$ cat src/rtl/pwm_capture_decoder.sv
// +--------------------------------------------------------------------------+
// | pwm_capture_decoder: measures servo PWM high time and period, decodes    |
// | the commanded position and flags duty/period/timeout errors. Rev 1.0     |
// +--------------------------------------------------------------------------+
`default_nettype none

module pwm_capture_decoder #(
  parameter int unsigned DUTY_TOL   = 50,
  parameter int unsigned PER_TOL    = 500,
  parameter int unsigned TIMEOUT    = 1100000,
  parameter int unsigned POS1_HIGH  = 25000,
  parameter int unsigned POS2_HIGH  = 75000,
  parameter int unsigned POS3_HIGH  = 125000,
  parameter int unsigned PERIOD_NOM = 1000000
) (
  input  logic        Clk_i,
  input  logic        Reset_i,
  input  logic        Pwm_i,
  output logic [16:0] High_cnt_o,
  output logic [19:0] Period_cnt_o,
  output logic [1:0]  Sel_o,
  output logic        Valid_o,
  output logic        Duty_err_o,
  output logic        Period_err_o,
  output logic        Timeout_o
);

  localparam logic [16:0] HIGH_MAX = 17'h1FFFF;
  localparam logic [19:0] PER_MAX  = 20'hFFFFF;
  // The period counter saturates at 20 bits, so a larger TIMEOUT is clamped
  // to the saturation value; otherwise the default would never fire.
  localparam logic [19:0] TO_LIMIT = (TIMEOUT >= 32'h000FFFFF) ? PER_MAX : 20'(TIMEOUT);
  localparam logic [19:0] TO_CNT   = (TO_LIMIT == 20'd0) ? 20'd0 : TO_LIMIT - 20'd1;

  typedef enum logic [1:0] {
    S_IDLE = 2'd0,
    S_HIGH = 2'd1,
    S_LOW  = 2'd2
  } state_t;

  state_t      state_q, state_d;
  logic        sync1_q, sync1_d;
  logic        sync2_q, sync2_d;
  logic        sync3_q, sync3_d;
  logic        rise_q, rise_d;
  logic        fall_q, fall_d;
  logic [16:0] high_cnt_q, high_cnt_d;
  logic [19:0] per_cnt_q, per_cnt_d;
  logic [16:0] high_lat_q, high_lat_d;
  logic [16:0] high_out_q, high_out_d;
  logic [19:0] per_out_q, per_out_d;
  logic [1:0]  sel_q, sel_d;
  logic        valid_q, valid_d;
  logic        duty_err_q, duty_err_d;
  logic        per_err_q, per_err_d;
  logic        timeout_q, timeout_d;

  logic [16:0] high_inc;
  logic [19:0] per_inc;
  logic        per_expired;
  logic [1:0]  sel_dec;
  logic        per_bad;

  function automatic logic in_window(input logic [31:0] x, input logic [31:0] c,
                                     input logic [31:0] tol);
    logic [31:0] diff;
    diff = (x >= c) ? (x - c) : (c - x);
    return (diff <= tol);
  endfunction

  // Edge pulses are registered so that level and edge stay aligned with sync3_q.
  always_comb begin
    sync1_d = Pwm_i;
    sync2_d = sync1_q;
    sync3_d = sync2_q;
    rise_d  = sync2_q & ~sync3_q;
    fall_d  = ~sync2_q & sync3_q;
  end

  always_comb begin
    high_inc    = (high_cnt_q == HIGH_MAX) ? HIGH_MAX : high_cnt_q + 17'd1;
    per_inc     = (per_cnt_q == PER_MAX) ? PER_MAX : per_cnt_q + 20'd1;
    per_expired = (per_cnt_q >= TO_CNT);

    sel_dec = 2'd0;
    if (in_window({15'd0, high_lat_q}, POS1_HIGH, DUTY_TOL)) begin
      sel_dec = 2'd1;
    end else if (in_window({15'd0, high_lat_q}, POS2_HIGH, DUTY_TOL)) begin
      sel_dec = 2'd2;
    end else if (in_window({15'd0, high_lat_q}, POS3_HIGH, DUTY_TOL)) begin
      sel_dec = 2'd3;
    end
    per_bad = ~in_window({12'd0, per_inc}, PERIOD_NOM, PER_TOL);
  end

  always_comb begin
    state_d    = state_q;
    high_cnt_d = high_cnt_q;
    per_cnt_d  = per_cnt_q;
    high_lat_d = high_lat_q;
    high_out_d = high_out_q;
    per_out_d  = per_out_q;
    sel_d      = sel_q;
    valid_d    = 1'b0;
    duty_err_d = duty_err_q;
    per_err_d  = per_err_q;
    timeout_d  = timeout_q;

    case (state_q)
      S_IDLE: begin
        if (rise_q) begin
          state_d    = S_HIGH;
          high_cnt_d = 17'd0;
          per_cnt_d  = 20'd0;
          timeout_d  = 1'b0;
        end
      end
      S_HIGH: begin
        per_cnt_d = per_inc;
        if (per_expired) begin
          state_d   = S_IDLE;
          timeout_d = 1'b1;
          sel_d     = 2'd0;
        end else if (fall_q) begin
          // The cycle that detected the rise was already high, hence the +1.
          high_lat_d = high_inc;
          state_d    = S_LOW;
        end else if (sync3_q) begin
          high_cnt_d = high_inc;
        end
      end
      S_LOW: begin
        per_cnt_d = per_inc;
        if (rise_q) begin
          high_out_d = high_lat_q;
          per_out_d  = per_inc;
          sel_d      = sel_dec;
          duty_err_d = (sel_dec == 2'd0);
          per_err_d  = per_bad;
          valid_d    = 1'b1;
          high_cnt_d = 17'd0;
          per_cnt_d  = 20'd0;
          state_d    = S_HIGH;
        end else if (per_expired) begin
          state_d   = S_IDLE;
          timeout_d = 1'b1;
          sel_d     = 2'd0;
        end
      end
      default: begin
        state_d = S_IDLE;
      end
    endcase
  end

  always_ff @(posedge Clk_i or negedge Reset_i) begin
    if (!Reset_i) begin
      state_q    <= S_IDLE;
      sync1_q    <= 1'b0;
      sync2_q    <= 1'b0;
      sync3_q    <= 1'b0;
      rise_q     <= 1'b0;
      fall_q     <= 1'b0;
      high_cnt_q <= 17'd0;
      per_cnt_q  <= 20'd0;
      high_lat_q <= 17'd0;
      high_out_q <= 17'd0;
      per_out_q  <= 20'd0;
      sel_q      <= 2'd0;
      valid_q    <= 1'b0;
      duty_err_q <= 1'b0;
      per_err_q  <= 1'b0;
      timeout_q  <= 1'b0;
    end else begin
      state_q    <= state_d;
      sync1_q    <= sync1_d;
      sync2_q    <= sync2_d;
      sync3_q    <= sync3_d;
      rise_q     <= rise_d;
      fall_q     <= fall_d;
      high_cnt_q <= high_cnt_d;
      per_cnt_q  <= per_cnt_d;
      high_lat_q <= high_lat_d;
      high_out_q <= high_out_d;
      per_out_q  <= per_out_d;
      sel_q      <= sel_d;
      valid_q    <= valid_d;
      duty_err_q <= duty_err_d;
      per_err_q  <= per_err_d;
      timeout_q  <= timeout_d;
    end
  end

  assign High_cnt_o   = high_out_q;
  assign Period_cnt_o = per_out_q;
  assign Sel_o        = sel_q;
  assign Valid_o      = valid_q;
  assign Duty_err_o   = duty_err_q;
  assign Period_err_o = per_err_q;
  assign Timeout_o    = timeout_q;

endmodule

`default_nettype wire
$ cat config.mk
export PLATFORM = sky130hd
export DESIGN_NAME = pwm_capture_decoder
export DESIGN_NICKNAME = d
export VERILOG_FILES = /design/src/rtl/pwm_capture_decoder.sv
export SDC_FILE = /design/constraint.sdc
export NUM_CORES = 1
export LEC_CHECK = 0
export CAP_MARGIN = 0
export CORE_ASPECT_RATIO = 1.4
export CORE_UTILIZATION = 60
export CTS_CLUSTER_DIAMETER = 200
export DETAILED_ROUTE_END_ITERATION = 10
export GPL_TIMING_DRIVEN = 0
export PLACE_DENSITY = 0.8
export SLEW_MARGIN = 40
export SYNTH_ARGS = -nofsm -noshare
export SYNTH_HDL_FRONTEND = slang
export SYNTH_SLANG_ARGS = --single-unit
$ cat constraint.sdc
create_clock -name Clk_i -period 4.1 [get_ports Clk_i]
set_input_delay 1.23 -clock Clk_i [delete_from_list [all_inputs] [get_ports Clk_i]]
set_output_delay 1.23 -clock Clk_i [all_outputs]
set_load 0.03 [all_outputs]
=== After elaboration in Yosys (flattened, before gate mapping) ===
Index checks and enable logic that the tools add are counted.

* Register bits after elaboration: 104
* Input port bits: 3
* Output and inout bits: 43
* Word-level logic and storage cells: 97

* $add $sub $neg: 10
* Order comparisons: 9
* Equal/unequal tests: 12
* Muxes and demuxes: 32
* Bitwise logic cells: 6
* Reductions and logical operators: 12

{| class="wikitable"
|+ Operator list
! kind !! count
|-
| $mux W32 || 4
|-
| $le A32 B6 Y1 const B || 3
|-
| $mux W17 || 5
|-
| $mux W20 || 3
|-
| $pmux W20 S3 || 1
|-
| $ge A20 B20 Y1 const B || 2
|-
| $sub A17 B17 Y18 const A || 2
|-
| $sub A17 B17 Y18 const B || 2
|-
| $ge A17 B17 Y1 const B || 2
|-
| $pmux W17 S2 || 1
|-
| $le A32 B9 Y1 const B || 1
|-
| $sub A20 B20 Y21 const A || 1
|-
| $sub A20 B20 Y21 const B || 1
|-
| $add A20 B1 Y20 const B || 1
|-
| $eq A20 B20 Y1 const B || 1
|-
| $mux W2 || 10
|-
| $sub A15 B17 Y18 const A || 1
|-
| $sub A17 B15 Y18 const B || 1
|-
| $add A17 B1 Y17 const B || 1
|-
| $eq A17 B17 Y1 const B || 1
|-
| $ge A17 B15 Y1 const B || 1
|-
| $ne A2 B2 Y1 const B || 5
|-
| $reduce_and A3 Y1 || 3
|-
| $ne A3 B3 Y1 const B || 2
|-
| 15 further kinds || 26
|}

=== Depth between registers and ports, before layout ===
* Depth in word-level cells: 8
* Depth in mapped cells: 17
* Gate-level depth less buffers: 14

=== Worst setup path before layout ===
No wires, ideal clock.

* Path kind: reg2reg
* From: reg per_cnt_q[0]
* To: reg per_err_q (netlist: Period_err_o)
* Setup time: 0.128 ns
* Arrival: 3.324 ns
* Required time: 3.972 ns
* Slack: 0.648 ns
* Stages on the path, launching flop included: 18
* Path buffers: 3
* Clock period less this slack: 3.452 ns
* Cell sequence: dfrtp_1 -> ha_1 -> buf_2 -> nand3_1 -> buf_2 -> nor2_2 -> nand2_1 -> clkbuf_1 -> and2_1 -> ha_1 -> a21boi_0 -> and3_1 -> nand4_1 -> a31oi_4 -> mux2i_1 -> mux2i_1 -> nor3_1 -> a31oi_1

* Cells in the longest elaborated chain, start to end: 6
* Elaborated cells on any way between the ends: 9
* Those cells by class: add/sub: 3; order compare: 2; eq/ne: 1; mux: 2; bitwise: 1

{| class="wikitable"
|+ RTL lines
! element !! line !! RTL
|-
| start, declared || 48 || <nowiki>logic [19:0] per_cnt_q, per_cnt_d;</nowiki>
|-
| start signal, assigned || 182 || <nowiki>per_cnt_q <= per_cnt_d;</nowiki>
|-
| $add A20 B1 Y20 or $eq A20 B20 Y1 (tied branches) || 82 || <nowiki>per_inc = (per_cnt_q == PER_MAX) ? PER_MAX : per_cnt_q + 20'd1;</nowiki>
|-
| $mux W20 (*) || 82 ||
|-
| $sub A20 B20 Y21 or $ge A20 B20 Y1 (tied branches) || 67 || <nowiki>diff = (x >= c) ? (x - c) : (c - x);</nowiki>
|-
| $mux W32 (*) || 67 ||
|-
| $le A32 B9 Y1 (*) || 68 || <nowiki>return (diff <= tol);</nowiki>
|-
| $not A1 Y1 (*) || 93 || <nowiki>per_bad = ~in_window({12'd0, per_inc}, PERIOD_NOM, PER_TOL);</nowiki>
|-
| end signal, assigned || 189 || <nowiki>per_err_q <= per_err_d;</nowiki>
|-
| end, declared || 55 || <nowiki>logic per_err_q, per_err_d;</nowiki>
|}

Every way passes the cells marked *; elsewhere a longest branch is shown, timed or not.
A chain may end at the register's enable or synchronous reset.

=== Worst setup path in the final report ===
Same ends and word-level chain as after synthesis.

==> results.py <==
metrics = {
    "power_and_ir_drop": {
        "p_sw_w": 0.00176,
        "ir_drop_uv": 293,
        "power_frac_seq": 0.324,
        "power_density_mw_per_mm2": 458,
        "p_leak_nw": 3.60,
        "total_power_w": 0.00399,
        "sw_frac_of_total": 0.440,
        "p_comb_frac": 0.459,
        "pwr-share-clk": 0.217,
        "p_int_w": 0.00223,
    },
    "global_routing": {
        "grt_first_pass_wirelength_mm": 37.3,
        "grt_antenna_before_repair": 0,
        "overflow": 0,
        "grt_usage": 0.355,
        "grt_pass1_vias": 7471,
        "grt_start_max_net_pins": 64,
    },
    "worst_setup_path": {
        "crit_type": "reg -> reg",
        "worstSetupStartpoint": "per_cnt_q[0]",
        "required_ns": 4.33,
        "r2r_slack_ns": 0.15,
        "worstSetupStartpointType": "flop",
        "path_max_fanout": 12,
        "arrival_ns": 4.18,
        "worstRegToRegCells": 16,
        "worstReg2RegStart": "per_cnt_q[0]",
        "r2r_end": "Period_err_o",
        "end_kind": "flop",
    },
    "sta": {
        "worstMarginPinSlew_ns": 0.774,
        "maxSlewViolCount": 0,
        "period_share": 0.964,
        "min_period_ns": 3.95,
        "final-setup-viol-count": 0,
        "timing.fmax_mhz": 253,
        "setup_ws_ns": 0.148,
        "hold_ws_ns": 0.359,
        "hold_viol": 0,
        "skew_ns": 0.0138,
        "slew_headroom": 0.469,
    },
    "synthesis": {
        "synth-simple-area-share": 0.245,
        "netlist_area_mm2": 0.00767,
        "synth_top_area_share": 0.339,
        "synth_common_cells": "131 x nand2_1, 116 x o21ai_0, 104 x dfrtp_1",
        "ys_async_sr_fraction": 1.00,
        "yosys_warnings": 0,
        "synth-seq-cells": 104,
        "synth-seq-area-share": 0.339,
        "yosysTopAreaCell": "dfrtp_1",
        "synth-compound-area-share": 0.263,
        "synth.most_common_cell": "nand2_1",
        "syn_nets": 1000,
        "ys_types": 82,
        "synth_mux_area_frac": 0.0178,
        "synth_fa_ha_area_frac": 0.0293,
        "synth-edff-count": 0,
        "syn-instance-count": 979,
        "synth-xor-area-share": 0.0468,
        "synth_top_family_by_area": "compound AO/OA/AOI/OAI gates",
        "avgSynthCellArea_um2": 7.84,
        "ys.flop_type": "dfrtp_1",
        "yosys-top-cells-area": "dfrtp_1 34%, o21ai_0 7.6%, nand2_1 6.4%",
    },
    "clock_network": {
        "tritoncts": "yes",
        "clk_latency_ns": 0.36,
        "cts_made_buffers": 9,
        "htreeDepth": 3,
        "clk_pin_slew_ns": 0.08,
        "cts_buffer_depth": 2,
        "clock_sinks": 104,
        "root_buffer": "clkbuf_16",
    },
    "layout": {
        "drive_gt1_frac": 0.0729,
        "regArea_mm2": 0.00260,
        "finalNonFillerCells": 1193,
        "fillerInstances": 1074,
        "stdcell_area_mm2": 0.00870,
        "final_nets": 1059,
        "diodes": 0,
        "syn_to_final_growth_pct": 13.4,
        "multiInputGateArea_mm2": 0.00467,
    },
    "outcome": {
        "status": "complete, no violations",
    },
    "floorplan": {
        "dieHeight_um": 136,
        "start_util": 0.620,
        "core-area_mm2": 0.0124,
        "row_count": 48,
        "io-pin-count": 46,
        "die_area_mm2": 0.0133,
        "die_width_um": 97.6,
    },
    "drt": {
        "met3_length_mm": 1.27,
        "wl_met1_mm": 8.79,
        "ant_nets": 0,
        "vias": 7803,
        "dr.max_layer_used": "met4",
        "wl_per_cell_um": 19.5,
        "wl_met2_mm": 12.0,
        "via_per_inst": 6.54,
        "routed_wl_mm": 23.3,
        "drcViolationCount": 0,
        "first_pass_iters": 5,
        "drtIter0Drc": 575,
    },
    "hold_path": {
        "min_from": "sync1_q",
        "hold_path_class": "reg -> reg",
        "timing.hold.worst_endpoint": "sync2_q",
        "min_path_cells": 0,
    },
    "place": {
        "placed_cells_incl_taps": 1175,
        "port_buffers": 45,
        "place_congestion": 0.955,
        "pre_cts_ws_ns": -0.269,
        "place_area_mm2": 0.00835,
        "hpwl_mm": 17.4,
    },
    "run": {
        "drv_cap": 0,
    },
}
cells in the final DEF, fill, tap and decap left out, types with 8 or more instances in the layout:
master             n
a21o_1            12
a21oi_1           56
a31oi_1           28
and3_1            26
buf_2             16
clkbuf_1          47
clkbuf_16          9
clkdlybuf4s50_1   44
dfrtp_1          104
ha_1              18
inv_1             40
mux2i_1            8
nand2_1          130
nand2b_1          10
nand3_1           25
nand4_1           19
nor2_1            72
nor2b_1            8
nor3_1            22
o211ai_1          11
o21ai_0          116
o22ai_1            9
xnor2_1           33
how the worst max path moves through the flow:
stage | slack [ns] | endpoint | cells past startpoint
finish | 0.15 | Period_err_o | 16
global route | -0.009 | Period_err_o | 16
CTS | 0.03 | Period_err_o | 16
global placement | -2.11 | High_cnt_o[13] | 1
detailed placement | -0.27 | Period_err_o | 17
floorplan | 0.65 | Period_err_o | 17
worst max-delay path: stages (launching register included):
cell and delay, ns:
dfrtp_1 0.41, ha_1 0.16, buf_2 0.18, nand3_1 0.15, buf_2 0.23, nor2_4 0.24
nand2_2 0.24, and2_2 0.31, ha_1 0.21, a21boi_1 0.15, and3_2 0.27, nand4_1 0.17
a31oi_4 0.14, o32ai_1 0.34, o2111ai_1 0.17, nor3_1 0.33, a31oi_1 0.13
final cells by class:
cell class / count / area share
Clock buffer: 10 / 0.0263
Buffer: 68 / 0.0336
Timing Repair Buffer: 49 / 0.0581
Sequential cell: 104 / 0.299
Inverter: 41 / 0.0177
Tap cell: 150 / 0.0216
Clock inverter: 6 / 0.00661
Multi-Input combinational cell: 765 / 0.537
repair_timing:
item | in CTS | in global routing
endpoints found under the hold margin | 0 | 0
pin swaps | 0 | 2
gates resized for setup | 1 | 8
hold buffers | 0 | 0
buffers inserted | 0 | 3
endpoints found under the setup margin | 1 | 3
registers in the layout, indices dropped and copies added (netlist names), 2 cells and up:
signal	flops
Period_cnt_o	20
high_cnt_q	17
Sel_o	2
state_q	2
High_cnt_o	17
high_lat_q	17
per_cnt_q	20
power groups by stage:
stage | clock (W) | sequential (W) | combinational, W
global route | 0.000899 | 0.00130 | 0.00201
CTS | 0.000875 | 0.00129 | 0.00180
global placement | 0 | 0.00130 | 0.00177
finish | 0.000866 | 0.00129 | 0.00183
floorplan | 0 | 0.00140 | 0.00113
detailed placement | 0 | 0.00130 | 0.00179
metrics by stage:
step / util / setup TNS (ns)
4_1_cts: 0.698 / 0
3_5_place_dp: 0.675 / -0.269
6_report: 0.703 / 0
5_1_grt: 0.703 / -0.00931
3_3_place_gp: 0.672 / -218.43
2_1_floorplan: - / 0
layer usage:
metal | vias to the layer above | GRT usage
li1 | 3678 | -
met2 | 343 | 0.651
met4 | 0 | 0.198
met5 | - | 0
met1 | 3684 | 0.402
met3 | 98 | 0.0355
cell families after synthesis:
group / count (synthesis)
xor+xnor: 41
simple gates: 374
buf+inv: 110
compound gates: 319
fa+ha+maj: 18
flops: 104
mux: 13
Note: power is estimated with default switching activity, not from simulation.
